### config.mk
export PLATFORM = sky130hd
export DESIGN_NAME = ifft_out_reorder
export DESIGN_NICKNAME = d
export VERILOG_FILES = /design/src/rtl/ifft_out_reorder.sv
export SDC_FILE = /design/constraint.sdc
export NUM_CORES = 2
export LEC_CHECK = 0
export CORE_AREA = 2 2 377 753
export DETAILED_ROUTE_END_ITERATION = 10
export DIE_AREA = 0 0 379 755
export PLACE_DENSITY = 0.65
export SLEW_MARGIN = 20
export SYNTH_ARGS = -nofsm -noshare
export SYNTH_HDL_FRONTEND = slang
export SYNTH_SLANG_ARGS = --single-unit
### constraint.sdc
create_clock -name clk -period 19.7 [get_ports clk]
set_input_delay 2.955 -clock clk [delete_from_list [all_inputs] [get_ports clk]]
set_output_delay 2.955 -clock clk [all_outputs]
set_load 0.05 [all_outputs]
### src/rtl/ifft_out_reorder.sv
// ifft_out_reorder: ping-pong frame buffer that replays ifft output frames in natural
// order through a ready/valid output register, dropping whole frames when both banks are busy.
module ifft_out_reorder #(
  parameter int N      = 32,
  parameter int W      = 28,
  parameter bit BITREV = 1'b1
) (
  input  logic         clk,
  input  logic         rst,
  input  logic         pushin,
  input  logic [W-1:0] dir,
  input  logic [W-1:0] dii,
  input  logic         readyin,
  output logic         pushout,
  output logic [W-1:0] dor,
  output logic [W-1:0] doi,
  output logic         lastout,
  output logic         overflow
);
  localparam int LG = $clog2(N);
  typedef enum logic {IDLE, DRAIN} state_t;
  logic [2*W-1:0] mem [2][N];
  logic [2*W-1:0] rdata;
  state_t state_q, state_d;
  logic [LG-1:0] wcnt_q, wcnt_d, rcnt_q, rcnt_d, raddr;
  logic wbank_q, wbank_d, rbank_q, rbank_d;
  logic drop_q, drop_d, ovf_q, ovf_d;
  logic [1:0] full_q, full_d;
  logic pout_q, pout_d, last_q, last_d;
  logic [W-1:0] dor_q, dor_d, doi_q, doi_d;
  logic load, rlast, release_b, wfirst, wlast, drop, we;
  always_comb begin
    raddr = '0;
    for (int i = 0; i < LG; i++) raddr[i] = BITREV ? rcnt_q[LG-1-i] : rcnt_q[i];
  end
  assign rdata = mem[rbank_q][raddr];
  // IDLE loads as soon as a bank fills so output 0 follows the last write by one edge
  assign load = (state_q == DRAIN || full_q[rbank_q]) && (!pout_q || readyin);
  assign rlast = rcnt_q == LG'(N - 1);
  assign release_b = load && rlast;
  assign wfirst = wcnt_q == '0;
  assign wlast = wcnt_q == LG'(N - 1);
  // a bank emptying on this edge is free for the first write of the next frame
  assign drop = wfirst ? (full_q[wbank_q] && !(release_b && rbank_q == wbank_q)) : drop_q;
  assign we = pushin && !drop;
  always_comb begin
    state_d = state_q;
    wcnt_d = wcnt_q;
    rcnt_d = rcnt_q;
    wbank_d = wbank_q;
    rbank_d = rbank_q;
    drop_d = drop_q;
    ovf_d = ovf_q;
    full_d = full_q;
    pout_d = pout_q;
    last_d = last_q;
    dor_d = dor_q;
    doi_d = doi_q;
    if (state_q == IDLE && full_q[rbank_q]) state_d = DRAIN;
    if (load) begin
      pout_d = 1'b1;
      dor_d = rdata[2*W-1:W];
      doi_d = rdata[W-1:0];
      last_d = rlast;
      rcnt_d = rcnt_q + 1'b1;
    end else if (readyin) begin
      pout_d = 1'b0;
      last_d = 1'b0;
    end
    if (release_b) begin
      full_d[rbank_q] = 1'b0;
      rbank_d = !rbank_q;
      state_d = full_q[!rbank_q] ? DRAIN : IDLE;
    end
    if (pushin) begin
      wcnt_d = wcnt_q + 1'b1;
      drop_d = drop;
      ovf_d = ovf_q | drop;
      if (wlast && !drop) begin
        full_d[wbank_q] = 1'b1;
        wbank_d = !wbank_q;
      end
    end
  end
  always_ff @(posedge clk or posedge rst) begin
    if (rst) begin
      state_q <= IDLE;
      wcnt_q <= '0;
      rcnt_q <= '0;
      wbank_q <= 1'b0;
      rbank_q <= 1'b0;
      drop_q <= 1'b0;
      ovf_q <= 1'b0;
      full_q <= '0;
      pout_q <= 1'b0;
      last_q <= 1'b0;
      dor_q <= '0;
      doi_q <= '0;
    end else begin
      state_q <= state_d;
      wcnt_q <= wcnt_d;
      rcnt_q <= rcnt_d;
      wbank_q <= wbank_d;
      rbank_q <= rbank_d;
      drop_q <= drop_d;
      ovf_q <= ovf_d;
      full_q <= full_d;
      pout_q <= pout_d;
      last_q <= last_d;
      dor_q <= dor_d;
      doi_q <= doi_d;
    end
  end
  always_ff @(posedge clk) if (we) mem[wbank_q][wcnt_q] <= {dir, dii};
  assign pushout = pout_q;
  assign dor = dor_q;
  assign doi = doi_q;
  assign lastout = last_q;
  assign overflow = ovf_q;
endmodule

# Yosys cells after proc, flatten, opt, wreduce, memory -nomap -nowiden
# Memory sizes are Yosys's and may differ from the RTL's.
# Index checks and enable logic that the tools add are counted.
# totals
word_cells,81
memories,1
register_bits,75
in_bits,60
ramBits,3584
# op_classes
addsub,2
bitwise,7
magnitude_cmp,8
n_eq_ne,3
mux,27
n_reduce_logical,21
# mem_list
memory,words,word_bits,read_ports,rd_clocked_by_memory_dff,write_ports,line_no,text
mem,2,1792,1,0,1,22,logic [2*W-1:0] mem [2][N];
# ops
operator,count
1792-bit 2-to-1 mux,1
56-bit binary-select mux with 5-bit select,1
56-bit demux with 5-bit select,1
56-bit 2-to-1 mux,3
1-bit 2-to-1 mux,16
6-bit >= comparator (second input constant),2
5-bit NOT with 6-bit output,2
5-bit by 1-bit adder with 5-bit output (second input constant),2
5-bit == test (second input constant),2
1-bit logical AND,10
1-bit by 2-bit less-than comparator with 1-bit output (second input constant),3
6-bit by 1-bit less-than comparator with 1-bit output (second input constant),1
2-bit 2-to-1 mux,3
1-bit logical NOT,5
5-bit logical NOT,1
2-bit nonzero test,2
2-bit bitwise AND,1
1-bit demux with 1-bit select,2
1-bit >= comparator (second input constant),2
1-bit logical OR,2
2-bit NOT,1
2-bit OR,1
2-bit AND reduction,1
1-bit == test,1
2 further kinds,2

# Depth between registers and ports, before layout
# logic_depth
word_depth,13
mapped_depth,13
mapped_depth_nobuf,7

# Least setup slack after synthesis
# No wires, ideal clock.
# synth_path
kind,input to register
start,input port readyin
end,memory mem[1][1000] (netlist name) (enable)
required_time_ns,19.092
path_stages,7
n_path_buf,3
setup_slack_ns,9.729
arrival_time_ns,9.363
setup_ns,0.608
path_cell_list,nand2b_1 > clkbuf_1 > o2111ai_1 > a22o_1 > buf_2 > buf_2 > nor4_1
# synth_between
elab_chain_len,11
# synth_rtl
item,line_no,text
start: declaration,13,"input logic readyin,"
1-bit logical OR,38,assign load = (state_q == DRAIN || full_q[rbank_q]) && (!pout_q || readyin);
1-bit logical AND,38,
1-bit logical AND,40,assign release_b = load && rlast;
1-bit logical AND,44,assign drop = wfirst ? (full_q[wbank_q] && !(release_b && rbank_q == wbank_q)) : drop_q;
1-bit logical NOT,44,
1-bit logical AND,44,
1-bit 2-to-1 mux,44,
1-bit logical NOT,45,assign we = pushin && !drop;
1-bit logical AND,45,
1-bit 2-to-1 mux,114,"always_ff @(posedge clk) if (we) mem[wbank_q][wcnt_q] <= {dir, dii};"
1792-bit 2-to-1 mux (not written as such),114,
end: declaration,22,
# No other way between the ends.

# Worst setup path after layout
# layout_path
start,input port readyin
end,memory mem[0][380] (netlist name) (enable)
# The elaborated chain is that of the path after synthesis.

==> impl_table.tex <==
\begin{tabular}{lr}
\hline
Metric & Value \\
\hline
\multicolumn{2}{l}{\textbf{Synth}} \\
Number of synthesized flops with an enable pin & 3584 \\
Post-synthesis instance area & 140000 um\^{}2 \\
Cell type contributing the most total cell area after synthesis & edfxtp\_1 \\
Synthesized area per cell & 22.3 um\^{}2 \\
Register bit total from synthesis & 3659 \\
Distinct cell type count after synthesis & 67 \\
Top cells by area in the synthesized netlist & edfxtp\_1 (77\%), mux4\_2 (12\%), mux2i\_1 (2.6\%) \\
Number of instances in the synthesized netlist & approximately 6.3k \\
Total number of yosys warnings & 0 \\
Primary FF master, synth & edfxtp\_1 \\
Post-synthesis sequential area ratio & 0.784 \\
Syn Nets & 6318 \\
Fraction of post-synthesis cell area in the top cell type by area & 0.771 \\
Share of flip-flops with an asynchronous set or reset after synthesis & 0.0205 \\
\multicolumn{2}{l}{\textbf{Drt}} \\
Total length of routed wires & 404000 um \\
Overall via count from detail\_route & 68.9k \\
Starting DRC count in detailed routing & between 8k and 9k \\
Routed wire per std cell & $\sim$38 um \\
Residual DRC & 0 \\
Post-detailed-route count of antenna-violating nets & 0 \\
Detailed-route vias per instance & 6.54 \\
First-pass detailed-route iteration total & 5 \\
\multicolumn{2}{l}{\textbf{Global route}} \\
Global Route Usage Sum & 0.283 \\
Number of global-route vias before repair & 69.1k \\
Remaining global-route overflow & 0 \\
Pin count of the biggest net entering global routing & 111 \\
Initial antenna violation count & 22 \\
Wire length of the first global-routing pass & approximately 560000 um \\
\multicolumn{2}{l}{\textbf{Placement}} \\
Placer Congestion & 0.884 \\
Placed instance count & 9977 \\
Number of buffers added on ports & 118 \\
Detailed placer's ending HPWL & 247000 um \\
\multicolumn{2}{l}{\textbf{Clock network}} \\
Max clock buf depth & 4 \\
Total clock sinks & 3659 \\
CTS Buf Count & 304 \\
TritonCTS clock tree & yes \\
Clock transition time at the flip-flop clock pins of the worst setup and hold paths & 0.07 ns \\
Cell at the root of the clock tree & clkbuf\_16 \\
Latest clock arrival within the worst-skew pair & approximately 0.9 ns \\
CTS H-tree depth & 5 \\
Number of buffers inserted by hold repair at cts & 0 \\
Post-CTS setup repair buffer count & 0 \\
Post-cts resize count & 0 \\
\multicolumn{2}{l}{\textbf{Worst setup path}} \\
Startpoint type of the worst setup path & input port \\
Delay contributed by the slowest stage of the critical path & 0.93 ns \\
CP endpoint kind & flop \\
Cell mode on critical path & buf\_4 \\
Library cell contributing the largest single delay on the critical path & nor2\_4 \\
Critical Path Fanout Max & 29 \\
Cell breakdown of the critical path & clkdlybuf4s50\_1, nand2b\_1, o2111ai\_1, a22o\_1, buf\_4, or4\_1, nor2\_4, buf\_4 \\
Type of the worst setup path & input port to flop \\
Crit path DAT & around 7.3 ns \\
Worst path required time & $\sim$20 ns \\
\multicolumn{2}{l}{\textbf{Finish}} \\
Layout fillers & 20.6k \\
Area growth syn-to-layout & 11.2\% \\
Most frequent standard cell in the layout excluding fill and tap cells & edfxtp\_1 \\
Share of final-layout standard cells stronger than drive strength 1 & 0.241 \\
Most frequent cells in the layout & edfxtp\_1 (3584), mux4\_2 (769), mux2i\_1 (362) \\
Net count of the finished layout & 6615 \\
Final standard cell count with taps included and fillers excluded & 10.5k \\
Area used by multi-input combinational logic & 28500 um\^{}2 \\
Register Area & 110000 um\^{}2 \\
\multicolumn{2}{l}{\textbf{Power}} \\
Largest vdd supply drop & 0.108 mV \\
PnR Total Power & 20300 uW \\
Pwr per Cell Area & 131 nW/um\^{}2 \\
Leakage dissipation & 0.0471 uW \\
\multicolumn{2}{l}{\textbf{Status}} \\
Outcome & complete, no violations \\
\multicolumn{2}{l}{\textbf{Timing}} \\
Worst-case clock skew & between 0.04 and 0.05 ns \\
Number of setup violations in the final report & 0 \\
Final critical-path share of the clock period & 0.343 \\
RSZ-0062 raised after global routing & false \\
Max-Slew Margin vs Limit & 0.192 \\
Max Transition Viols Final & 0 \\
Maximum clock frequency & 148 MHz \\
Period minus WS final & 6.77 ns \\
Slew at the pin closest to its max-slew limit & 1.18 ns \\
Hold Vio Cnt, Final & 0 \\
Fin Setup TNS & 0 ns \\
Final Hold Slack & approximately 0.58 ns \\
\multicolumn{2}{l}{\textbf{Floorplanning}} \\
Floorplan core area & 280000 um\^{}2 \\
Die Wd & 379 um \\
Initial standard-cell utilization of the core & 0.499 \\
Number of standard-cell rows in the floorplan & 275 \\
Die H & 755 um \\
Number of top-level pins & 119 \\
Die Footprint & about 290000 um\^{}2 \\
\multicolumn{2}{l}{\textbf{Hold path}} \\
Worst hold-check path type & flop to flop \\
\multicolumn{2}{l}{\textbf{Flow run}} \\
\# Max-Cap Violations & 0 \\
\hline
\end{tabular}
final timing paths:
check	slack, ns	cells past startpoint	to	start
min reg2reg	0.58	2	doi[9]	doi[9]
min	0.58	2	doi[9]	doi[9]
max reg2reg	13.26	10	doi[21]	rcnt_q[4]
max	12.93	8	mem[0][380]	readyin
max in group asynchronous	15.86	3	rcnt_q[3]	rst
min in group asynchronous	2.58	2	doi[9]	rst
cell usage after synthesis (54+ instances only):
library cell and instances:
o21ai_0 54, nand2_1 171, buf_2 102, a21oi_1 106
clkbuf_1 140, dfrtp_1 75, edfxtp_1 3584, mux2i_1 362
mux4_2 769, a22oi_1 101, o221ai_1 71, nor2_1 91
cells by family (layout without fill, tap and decap cells):
| family | after synthesis | after routing | synth area share |
|---|---|---|---|
| adders and majority gates | 7 | 7 | 0.000627 |
| xor gates and xnor gates | 8 | 8 | 0.000502 |
| DFF | 3659 | 3659 | 0.784 |
| muxes | 1147 | 1147 | 0.151 |
| other | 0 | 9 | 0 |
| and+or+nand+nor | 418 | 418 | 0.0135 |
| AOI/OAI and AO/OA | 638 | 638 | 0.0344 |
| buffers and inverters | 374 | 906 | 0.0155 |
power by group:
part / leakage (uW) / switching, uW / internal (uW)
Combinational: 0.00925 / 3510 / 1780
Clock: 0.00470 / 2750 / 3260
Sequential: 0.0331 / 249 / 8720
through the flow:
step | util | setup WS (ns) | instance area [um^2]
after CTS | 0.554 | 12.99 | 155000
after floorplan | - | 9.73 | 140000
after detailed placement | 0.520 | 12.05 | 146000
final | 0.554 | 12.93 | 155000
after global routing | 0.554 | 12.84 | 155000
after global placement | 0.519 | 12.04 | 145000
flip-flops by register name (all words and copies together), names as in the netlist:
name / count
lastout: 1
mem: 3584
rcnt_q: 5
rbank_q: 1
doi: 28
wcnt_q: 5
full_q: 2
drop_q: 1
state_q: 1
overflow: 1
wbank_q: 1
dor: 28
pushout: 1
cell type report:
type,count,share of cell area
Timing Repair Buffer,356,0.0187
Sequential cell,3659,0.705
Clock buffer,381,0.0532
Multi-Input combinational cell,2218,0.183
Clock inverter,160,0.00890
Inverter,9,0.000298
Tap cell,3739,0.0301
Antenna cell,9,0.000145
worst max-delay path: cells and delay by family:
kind / cells / cell delay [ns]
simple gates: 3 / 2.22
buf+inv: 3 / 1.55
compound gates: 2 / 0.47
per-layer routing:
metal,up-vias,GRT usage,wire length (um)
li1,27100,-,-
met1,37400,0.335,134000
met2,3553,0.490,210000
met3,831,0.0444,30800
met4,10,0.165,28600
met5,-,0,61
No activity file was read; power rests on OpenSTA's default activity.
